===== src/rtl/threshold_compress_ctrl_if.sv =====
// Stream bundle for threshold_compress_ctrl: preactivation input and
// compressed-word output, both valid/ready. Names are from the controller side.
interface threshold_compress_ctrl_if #(
    parameter int OUTPUT_WIDTH = 8,
    parameter int N_THR        = 16
);
    localparam int CW = $clog2(N_THR);

    logic                    act_valid_i;
    logic                    act_ready_o;
    logic [31:0]             act_data_i;
    logic [CW-1:0]           act_ch_i;

    logic                    out_valid_o;
    logic                    out_ready_i;
    logic [OUTPUT_WIDTH-1:0] out_data_o;
    logic                    out_last_o;

    modport master (
        output act_valid_i, act_data_i, act_ch_i, out_ready_i,
        input  act_ready_o, out_valid_o, out_data_o, out_last_o
    );

    modport slave (
        input  act_valid_i, act_data_i, act_ch_i, out_ready_i,
        output act_ready_o, out_valid_o, out_data_o, out_last_o
    );
endinterface


===== src/rtl/threshold_compress_ctrl.sv =====
// Sequencer feeding the threshold_compress datapath one trit per cycle.
// THRESHOLD_COMPRESS_CTRL_PERF_EN adds the input stall counter on stall_cnt_o.
module threshold_compress_ctrl #(
    parameter int OUTPUT_WIDTH = 8,
    parameter int N_THR        = 16,
    localparam int CW          = $clog2(N_THR)
) (
    input  logic                    clk_i,
    input  logic                    rst_i,
    input  logic                    cfg_we_i,
    input  logic [CW-1:0]           cfg_addr_i,
    input  logic [31:0]             cfg_thr_i,
    input  logic                    start_i,
    input  logic [15:0]             num_acts_i,
    threshold_compress_ctrl_if.slave bus,
    output logic                    dp_rst_no,
    output logic                    dp_enable_o,
    output logic [31:0]             dp_data_o,
    output logic [31:0]             dp_thresholds_o,
    input  logic [OUTPUT_WIDTH-1:0] dp_data_i,
    input  logic                    dp_full_i,
    output logic                    busy_o,
    output logic                    done_o,
    output logic [31:0]             stall_cnt_o
);
    localparam int TRITS = OUTPUT_WIDTH * 5 / 8;
    localparam int TW    = (TRITS > 1) ? $clog2(TRITS) : 1;
    localparam logic [31:0] PAD_THR = {16'h0001, 16'hFFFF};

    typedef enum logic [2:0] {
        S_IDLE,
        S_RUN,
        S_PAD,
        S_DRAIN,
        S_DONE
    } state_e;

    state_e                  state_q, state_d;
    logic [15:0]             rem_q, rem_d;
    logic [TW-1:0]           trit_cnt_q, trit_cnt_d;
    logic [31:0]             thr_q [N_THR];
    logic [31:0]             thr_d [N_THR];
    logic                    out_valid_q, out_valid_d;
    logic [OUTPUT_WIDTH-1:0] out_data_q, out_data_d;
    logic                    out_last_q, out_last_d;

    logic          last_trit;
    logic          stall;
    logic          accept;
    logic          act_ready;
    logic [TW-1:0] trit_nxt;

    // Holding the last trit of a word keeps the buffer free for its capture.
    assign last_trit = (trit_cnt_q == TW'(TRITS - 1));
    assign stall     = last_trit && out_valid_q && !bus.out_ready_i;
    assign accept    = (state_q == S_RUN) && bus.act_valid_i && !stall;
    assign trit_nxt  = last_trit ? '0 : trit_cnt_q + 1'b1;

    always_comb begin
        thr_d = thr_q;
        if (cfg_we_i) begin
            thr_d[cfg_addr_i] = cfg_thr_i;
        end
    end

    always_comb begin
        state_d         = state_q;
        rem_d           = rem_q;
        trit_cnt_d      = trit_cnt_q;
        act_ready       = 1'b0;
        dp_rst_no       = 1'b1;
        dp_enable_o     = 1'b0;
        dp_data_o       = '0;
        dp_thresholds_o = '0;
        busy_o          = 1'b0;
        done_o          = 1'b0;
        unique case (state_q)
            S_IDLE: begin
                dp_rst_no = 1'b0;
                if (start_i) begin
                    rem_d      = num_acts_i;
                    trit_cnt_d = '0;
                    state_d    = (num_acts_i == '0) ? S_DONE : S_RUN;
                end
            end
            S_RUN: begin
                busy_o    = 1'b1;
                act_ready = !stall;
                if (accept) begin
                    dp_enable_o     = 1'b1;
                    dp_data_o       = bus.act_data_i;
                    dp_thresholds_o = thr_q[bus.act_ch_i];
                    rem_d           = rem_q - 1'b1;
                    trit_cnt_d      = trit_nxt;
                    if (rem_q == 16'd1) begin
                        state_d = last_trit ? S_DRAIN : S_PAD;
                    end
                end
            end
            S_PAD: begin
                busy_o = 1'b1;
                if (!stall) begin
                    dp_enable_o     = 1'b1;
                    dp_thresholds_o = PAD_THR;
                    trit_cnt_d      = trit_nxt;
                    if (last_trit) begin
                        state_d = S_DRAIN;
                    end
                end
            end
            S_DRAIN: begin
                busy_o = 1'b1;
                if (out_valid_q && bus.out_ready_i && out_last_q) begin
                    state_d = S_DONE;
                end
            end
            S_DONE: begin
                dp_rst_no = 1'b0;
                done_o    = 1'b1;
                state_d   = S_IDLE;
            end
            default: state_d = S_IDLE;
        endcase
    end

    // The final word is the only one whose capture lands in DRAIN.
    always_comb begin
        out_valid_d = out_valid_q;
        out_data_d  = out_data_q;
        out_last_d  = out_last_q;
        if (out_valid_q && bus.out_ready_i) begin
            out_valid_d = 1'b0;
            out_last_d  = 1'b0;
        end
        if (dp_full_i) begin
            out_valid_d = 1'b1;
            out_data_d  = dp_data_i;
            out_last_d  = (state_q == S_DRAIN);
        end
    end

    always_ff @(posedge clk_i or posedge rst_i) begin
        if (rst_i) begin
            state_q     <= S_IDLE;
            rem_q       <= '0;
            trit_cnt_q  <= '0;
            out_valid_q <= 1'b0;
            out_data_q  <= '0;
            out_last_q  <= 1'b0;
            for (int i = 0; i < N_THR; i++) begin
                thr_q[i] <= '0;
            end
        end else begin
            state_q     <= state_d;
            rem_q       <= rem_d;
            trit_cnt_q  <= trit_cnt_d;
            out_valid_q <= out_valid_d;
            out_data_q  <= out_data_d;
            out_last_q  <= out_last_d;
            thr_q       <= thr_d;
        end
    end

    assign bus.act_ready_o = act_ready;
    assign bus.out_valid_o = out_valid_q;
    assign bus.out_data_o  = out_data_q;
    assign bus.out_last_o  = out_last_q;

`ifdef THRESHOLD_COMPRESS_CTRL_PERF_EN
    logic [31:0] stall_cnt_q, stall_cnt_d;

    always_comb begin
        stall_cnt_d = stall_cnt_q;
        if (state_q == S_IDLE && start_i) begin
            stall_cnt_d = '0;
        end else if (state_q == S_RUN && bus.act_valid_i && !act_ready
                     && stall_cnt_q != '1) begin
            stall_cnt_d = stall_cnt_q + 1'b1;
        end
    end

    always_ff @(posedge clk_i or posedge rst_i) begin
        if (rst_i) begin
            stall_cnt_q <= '0;
        end else begin
            stall_cnt_q <= stall_cnt_d;
        end
    end

    assign stall_cnt_o = stall_cnt_q;
`else
    assign stall_cnt_o = '0;
`endif
endmodule


===== src/flat_wrapper.sv =====
// flat-port wrapper written by rule: the top's interface ports become plain ports
module threshold_compress_ctrl_flat 
#(
    parameter int OUTPUT_WIDTH = 8,
    parameter int N_THR        = 16,
    localparam int CW          = $clog2(N_THR)
)
  (clk_i, rst_i, cfg_we_i, cfg_addr_i, cfg_thr_i, start_i, num_acts_i, dp_rst_no, dp_enable_o, dp_data_o, dp_thresholds_o, dp_data_i, dp_full_i, busy_o, done_o, stall_cnt_o, bus_act_valid_i, bus_act_data_i, bus_act_ch_i, bus_out_ready_i, bus_act_ready_o, bus_out_valid_o, bus_out_data_o, bus_out_last_o);
  threshold_compress_ctrl_if #(.OUTPUT_WIDTH(OUTPUT_WIDTH), .N_THR(N_THR)) bus_i ();
  input  logic clk_i;
  input  logic rst_i;
  input  logic cfg_we_i;
  input  logic [CW-1:0] cfg_addr_i;
  input  logic [31:0] cfg_thr_i;
  input  logic start_i;
  input  logic [15:0] num_acts_i;
  output logic dp_rst_no;
  output logic dp_enable_o;
  output logic [31:0] dp_data_o;
  output logic [31:0] dp_thresholds_o;
  input  logic [OUTPUT_WIDTH-1:0] dp_data_i;
  input  logic dp_full_i;
  output logic busy_o;
  output logic done_o;
  output logic [31:0] stall_cnt_o;
  input wire logic [$bits(bus_i.act_valid_i)-1:0] bus_act_valid_i;
  input wire logic [$bits(bus_i.act_data_i)-1:0] bus_act_data_i;
  input wire logic [$bits(bus_i.act_ch_i)-1:0] bus_act_ch_i;
  input wire logic [$bits(bus_i.out_ready_i)-1:0] bus_out_ready_i;
  output wire logic [$bits(bus_i.act_ready_o)-1:0] bus_act_ready_o;
  output wire logic [$bits(bus_i.out_valid_o)-1:0] bus_out_valid_o;
  output wire logic [$bits(bus_i.out_data_o)-1:0] bus_out_data_o;
  output wire logic [$bits(bus_i.out_last_o)-1:0] bus_out_last_o;
  assign bus_i.act_valid_i = bus_act_valid_i;
  assign bus_i.act_data_i = bus_act_data_i;
  assign bus_i.act_ch_i = bus_act_ch_i;
  assign bus_i.out_ready_i = bus_out_ready_i;
  assign bus_act_ready_o = bus_i.act_ready_o;
  assign bus_out_valid_o = bus_i.out_valid_o;
  assign bus_out_data_o = bus_i.out_data_o;
  assign bus_out_last_o = bus_i.out_last_o;
  threshold_compress_ctrl #(.OUTPUT_WIDTH(OUTPUT_WIDTH), .N_THR(N_THR)) u_core (.clk_i(clk_i), .rst_i(rst_i), .cfg_we_i(cfg_we_i), .cfg_addr_i(cfg_addr_i), .cfg_thr_i(cfg_thr_i), .start_i(start_i), .num_acts_i(num_acts_i), .bus(bus_i), .dp_rst_no(dp_rst_no), .dp_enable_o(dp_enable_o), .dp_data_o(dp_data_o), .dp_thresholds_o(dp_thresholds_o), .dp_data_i(dp_data_i), .dp_full_i(dp_full_i), .busy_o(busy_o), .done_o(done_o), .stall_cnt_o(stall_cnt_o));
endmodule

===== config.mk =====
export PLATFORM = sky130hd
export DESIGN_NAME = threshold_compress_ctrl_flat
export DESIGN_NICKNAME = d
export VERILOG_FILES = /design/src/rtl/threshold_compress_ctrl_if.sv /design/src/rtl/threshold_compress_ctrl.sv /design/src/flat_wrapper.sv
export SDC_FILE = /design/constraint.sdc
export NUM_CORES = 1
export LEC_CHECK = 0
export ABC_AREA = 1
export BUFFER_PORTS_ARGS = -buffer_cell sky130_fd_sc_hd__buf_2
export CAP_MARGIN = 20
export CORE_MARGIN = 5
export CORE_UTILIZATION = 40
export DETAILED_ROUTE_END_ITERATION = 16
export GPL_TIMING_DRIVEN = 0
export PLACE_DENSITY_LB_ADDON = 0.2
export REMOVE_ABC_BUFFERS = 1
export SLEW_MARGIN = 20
export SYNTH_ARGS = -nofsm -noshare
export SYNTH_HDL_FRONTEND = slang
export SYNTH_SLANG_ARGS = --single-unit

===== constraint.sdc =====
create_clock -name clk_i -period 27.8 [get_ports clk_i]
set_input_delay 4.17 -clock clk_i [delete_from_list [all_inputs] [get_ports clk_i]]
set_output_delay 4.17 -clock clk_i [all_outputs]
set_load 0.1 [all_outputs]

======== Word level (Yosys, flattened, before mapping) ========
Index checks and enable logic that the tools add are counted.
cells by class
  reductions and logical operators ........ 19
  equality and inequality tests ........... 12
  $add $sub $neg .......................... 2
  bitwise operators ....................... 2
  $lt $le $gt $ge ......................... 3
  muxes and demuxes ....................... 38
operators by type and width
  kind                     number
  $bwmux W512              1
  $mux W32                 6
  $bmux W32 S4             1
  $demux W32 S4            1
  $pmux W32 S2             1
  $mux W3                  11
  $mux W16                 2
  $pmux W16 S2             1
  $mux W17                 1
  $eq A16 B1 Y1 const B    1
  $logic_not A16 Y1        1
  $sub A16 B1 Y16 const B  1
  $pmux W3 S4              1
  $ge A5 B5 Y1 const B     2
  $mux W1                  10
  $not A4 Y5               2
  $pmux W3 S3              1
  $logic_and A1 B1 Y1      7
  $eq A3 B2 Y1 const B     2
  $eq A3 B3 Y1 const B     2
  $ne A2 B1 Y1 const B     3
  $ne A2 B2 Y1 const B     3
  $reduce_and A6 Y1        1
  $lt A5 B1 Y1 const B     1
  other kinds (11)         13
storage, ports and cells
  register bits ........................... 544
  word-level logic and storage cells ...... 98
  input bits .............................. 103
  output and inout port bits .............. 111

======== Logic depth before layout (Yosys ltp) ========
  word-level depth ........................ 7
  mapped depth ............................ 11

======== Worst setup path after synthesis ========
No wires, ideal clock.
  kind .................................... in2out
  start ................................... in bus_act_ch_i[0]
  end ..................................... out dp_thresholds_o[17]
  cell stages on the path ................. 8
  data arrival time ....................... 6,350 ps
  data required time ...................... 23,630 ps
  path slack .............................. 17,280 ps
  buffers on the path ..................... 3
  path through ............................ buf_4 > inv_2 > buf_2 > clkbuf_1 > nand2_1 > a21oi_1 > nor2_1 > nor2_1
between the ends
  word-level cells in the longest chain between the ends .. 6
ends and longest elaborated chain
  what                                          RTL line                       source
  from (decl)                                   flat_wrapper.sv:28             input wire logic [$bits(bus_i.act_ch_i)-1:0] bus_act_ch_i;
  $not A4 Y5 (not written as such)              threshold_compress_ctrl.sv:92  dp_thresholds_o = thr_q[bus.act_ch_i];
  $bmux W32 S4                                  threshold_compress_ctrl.sv:92
  $mux W32 (not written as such) (2 in series)  threshold_compress_ctrl.sv:92
  $mux W32                                      threshold_compress_ctrl.sv:89  if (accept) begin
  $pmux W32 S2                                  threshold_compress_ctrl.sv:77  unique case (state_q)
  to (decl)                                     flat_wrapper.sv:20             output logic [31:0] dp_thresholds_o;
No other way between the ends. The select of a mux whose other input is x is not followed.

======== Worst setup path after layout ========
  start ................................... in bus_act_ch_i[0]
  end ..................................... out dp_thresholds_o[23]
The elaborated chain is that of the path after synthesis.

==> reports/summary.txt <==
status: finished clean
Die H: 266 um
Fin Setup TNS: 0 ns
total track usage: 0.206
WHS: 0.465 ns
Clk Latency, worst-skew pair: 0.62 ns
Post-CTS Setup Bufs: 0
antenna viol nets, final: 0
Leakage: 0.0149 uW
synthesized cell area: 26300 sq um
ys flop type: dfrtp_1
IO buf count: 181
Hold Fails Final Rpt: 0
n_diodes: 0
global route overflow: 0
starting density of the core: 0.401
Worst VDD drop: 75.9 uV
Slew @ Worst Pin: 0.857 ns
max incr delay on CP: 0.53 ns
Num CTS Buffers: 60
Seq cells post-synth: 544
Synth area leaders: dfrtp_1 (52%), nand2_1 (16%), o21ai_0 (9.2%)
top cell type by total area after synthesis: dfrtp_1
drt drc: 0
Hold Buf Count CTS: 0
Cell Rows: 94
worst setup path class: in -> out
initial antenna violation count: 2
worst min-delay path class: reg -> reg
minimum clock period: 11.45 ns
crit-path max FO: 116
EDFF count, synth: 0
DR iter-0 viols: 1869
crit share post-route: 0.412
Finish-stage setup viols: 0
DP HPWL: 42500 um
CTS root buf: clkbuf_16
critical-path cell list: buf_8, buf_16, buf_16, inv_8, buf_16, nand2_1, nand3_1, nand3_1, nand3_1, nand2_1, nor2_1, buf_2
worst setup margin: 16.35 ns
Mapped Avg Cell Area: 7.60 sq um
routed len/inst: 16.9 um
final slew viol count: 0
CP required: 23.63 ns
CTS Sinks: 544
I/O pins: 214
commonest cells in the netlist: nand2_1 (1115), dfrtp_1 (544), o21ai_0 (484)
Total Nets Final: 3592
crit path max-delay cell type: inv_8
fin cells: 4400
Post-Syn Instances: 3458
dpl ws: 16.30 ns
Worst-path clk slew: 0.06 ns
pwr dens: 88.1 nW/um^2
vias in the first global route: 20900
sequential share of the synthesized area: 0.518
Gates resized, CTS repair: 0
Vias/cell: 5.02
CP arrival: 7.28 ns
Worst slew margin: 0.429
Placer Congestion: 0.769
clock tree from TritonCTS: built
Vias: 22100
Post-synth ARST share: 1.00
share of cells above drive strength 1: 0.101
DRT Pass-1 Iters: 5
Placed Cells: 4287
core area: 65500 sq um
post-synth cell types: 32
cell with the most instances after synthesis: nand2_1
share of the synthesized area in the top cell type: 0.518
pin count of the biggest net entering global routing: 117
final wirelength: 74300 um
clock tree buffer depth: 3
Peak Freq: 87.3 MHz
Die ar.: 71000 sq um
global-route wire length before repair: 118000 um
Area Overhead vs Synth: 14.3%
yosys warns: 0
CP Capture Type: output port
worst clock skew: 0.00318 ns
RSZ-0062 raised after global routing: no
Startpoint Class: input pin
CTS H-Tree Depth: 2
max cap viols: 0
width of the die: 266 um
## kinds of logic after synthesis
logic type               synth area share
flip-flops                          0.518
buffers and inverters              0.0866
XOR/XNOR                         0.000999
adder cells (fa/ha/maj)           0.00190
AND/OR/NAND/NOR                     0.269
other                            0.000143
AO/OA/AOI/OAI                       0.124
## cells in the final DEF, fill, tap and decap left out, types with 2 or more instances in the layout
master	count
clkbuf_16	60
a21oi_1	147
nor2_4	5
inv_6	2
buf_16	16
clkbuf_1	15
nand2_4	6
nor2_1	182
buf_4	2
buf_12	17
nor3_1	2
bufinv_16	2
clkinv_16	2
buf_2	177
or2_2	9
clkbuf_8	18
o21ai_1	14
inv_8	3
inv_1	256
conb_1	32
nand2_1	1111
nand3_1	375
clkinv_4	2
xor2_1	2
inv_2	5
nor2_2	3
nand3b_1	6
clkinv_2	10
ha_1	4
nand4_1	2
clkinvlp_4	3
o21ai_0	484
dfrtp_1	544
nand2_2	3
nand3_4	7
## registers in the layout, indices dropped and copies added, names as in the netlist
register                flops
u_core.bus.out_data_o       8
u_core.bus.out_last_o       1
u_core.bus.out_valid_o      1
u_core.rem_q               16
u_core.state_q              3
u_core.thr_q              512
u_core.trit_cnt_q           3
## layer usage
metal / global-route usage / part of all wire / vias to the layer above
met5: 0 / 0.00017 / -
met4: 0.0466 / 0.019 / 2
met3: 0.0246 / 0.047 / 94
met2: 0.344 / 0.47 / 498
met1: 0.291 / 0.46 / 10500
li1: - / - / 11000
## through the flow
| stage | total power, uW | utilization | instance area (sq um) |
|---|---|---|---|
| after global routing | 2810 | 0.459 | 30100 |
| final | 2650 | 0.459 | 30100 |
| after floorplan | 1670 | - | 25100 |
| after global placement | 1840 | 0.414 | 27100 |
| after detailed placement | 1860 | 0.428 | 28000 |
| after CTS | 2670 | 0.459 | 30100 |
## report_power, final
part	internal [uW]	switching [uW]	leakage [uW]
combinational	200	583	0.00716
clock	467	336	0.000990
sequential	968	93.7	0.00676
## final timing paths
path	start	endpoint	slack [ns]	cells past startpoint
max	bus_act_ch_i[0]	dp_thresholds_o[23]	16.35	12
min	u_core.bus.out_data_o[7]$_DFFE_PP0P_	u_core.bus.out_data_o[7]$_DFFE_PP0P_	0.46	2
max reg2reg	u_core.state_q[2]$_DFFE_PP0P_	u_core.rem_q[9]$_DFFE_PP0P_	25.21	7
min reg2reg	u_core.bus.out_data_o[7]$_DFFE_PP0P_	u_core.bus.out_data_o[7]$_DFFE_PP0P_	0.46	2
max in group asynchronous	rst_i	u_core.thr_q[444]$_DFFE_PP0P_	22.58	5
min in group asynchronous	rst_i	u_core.thr_q[65]$_DFFE_PP0P_	3.56	2
## area by class of cell
cell class              instances  area, sq um
fillers                      6745        35400
flip-flops and latches        544        13600
multi-input cells            2400        10600
clock buffers                  93         1810
repair buffers                214         1710
well taps                     864         1080
inverters                     265         1020
clock inverters                20          219
## worst max-delay path, delay by kind of cell
kind	cells	cell delay, ns
buffers and inverters	6	2.20
AND/OR/NAND/NOR	6	0.70
Note: power is estimated with default switching activity, not from simulation.
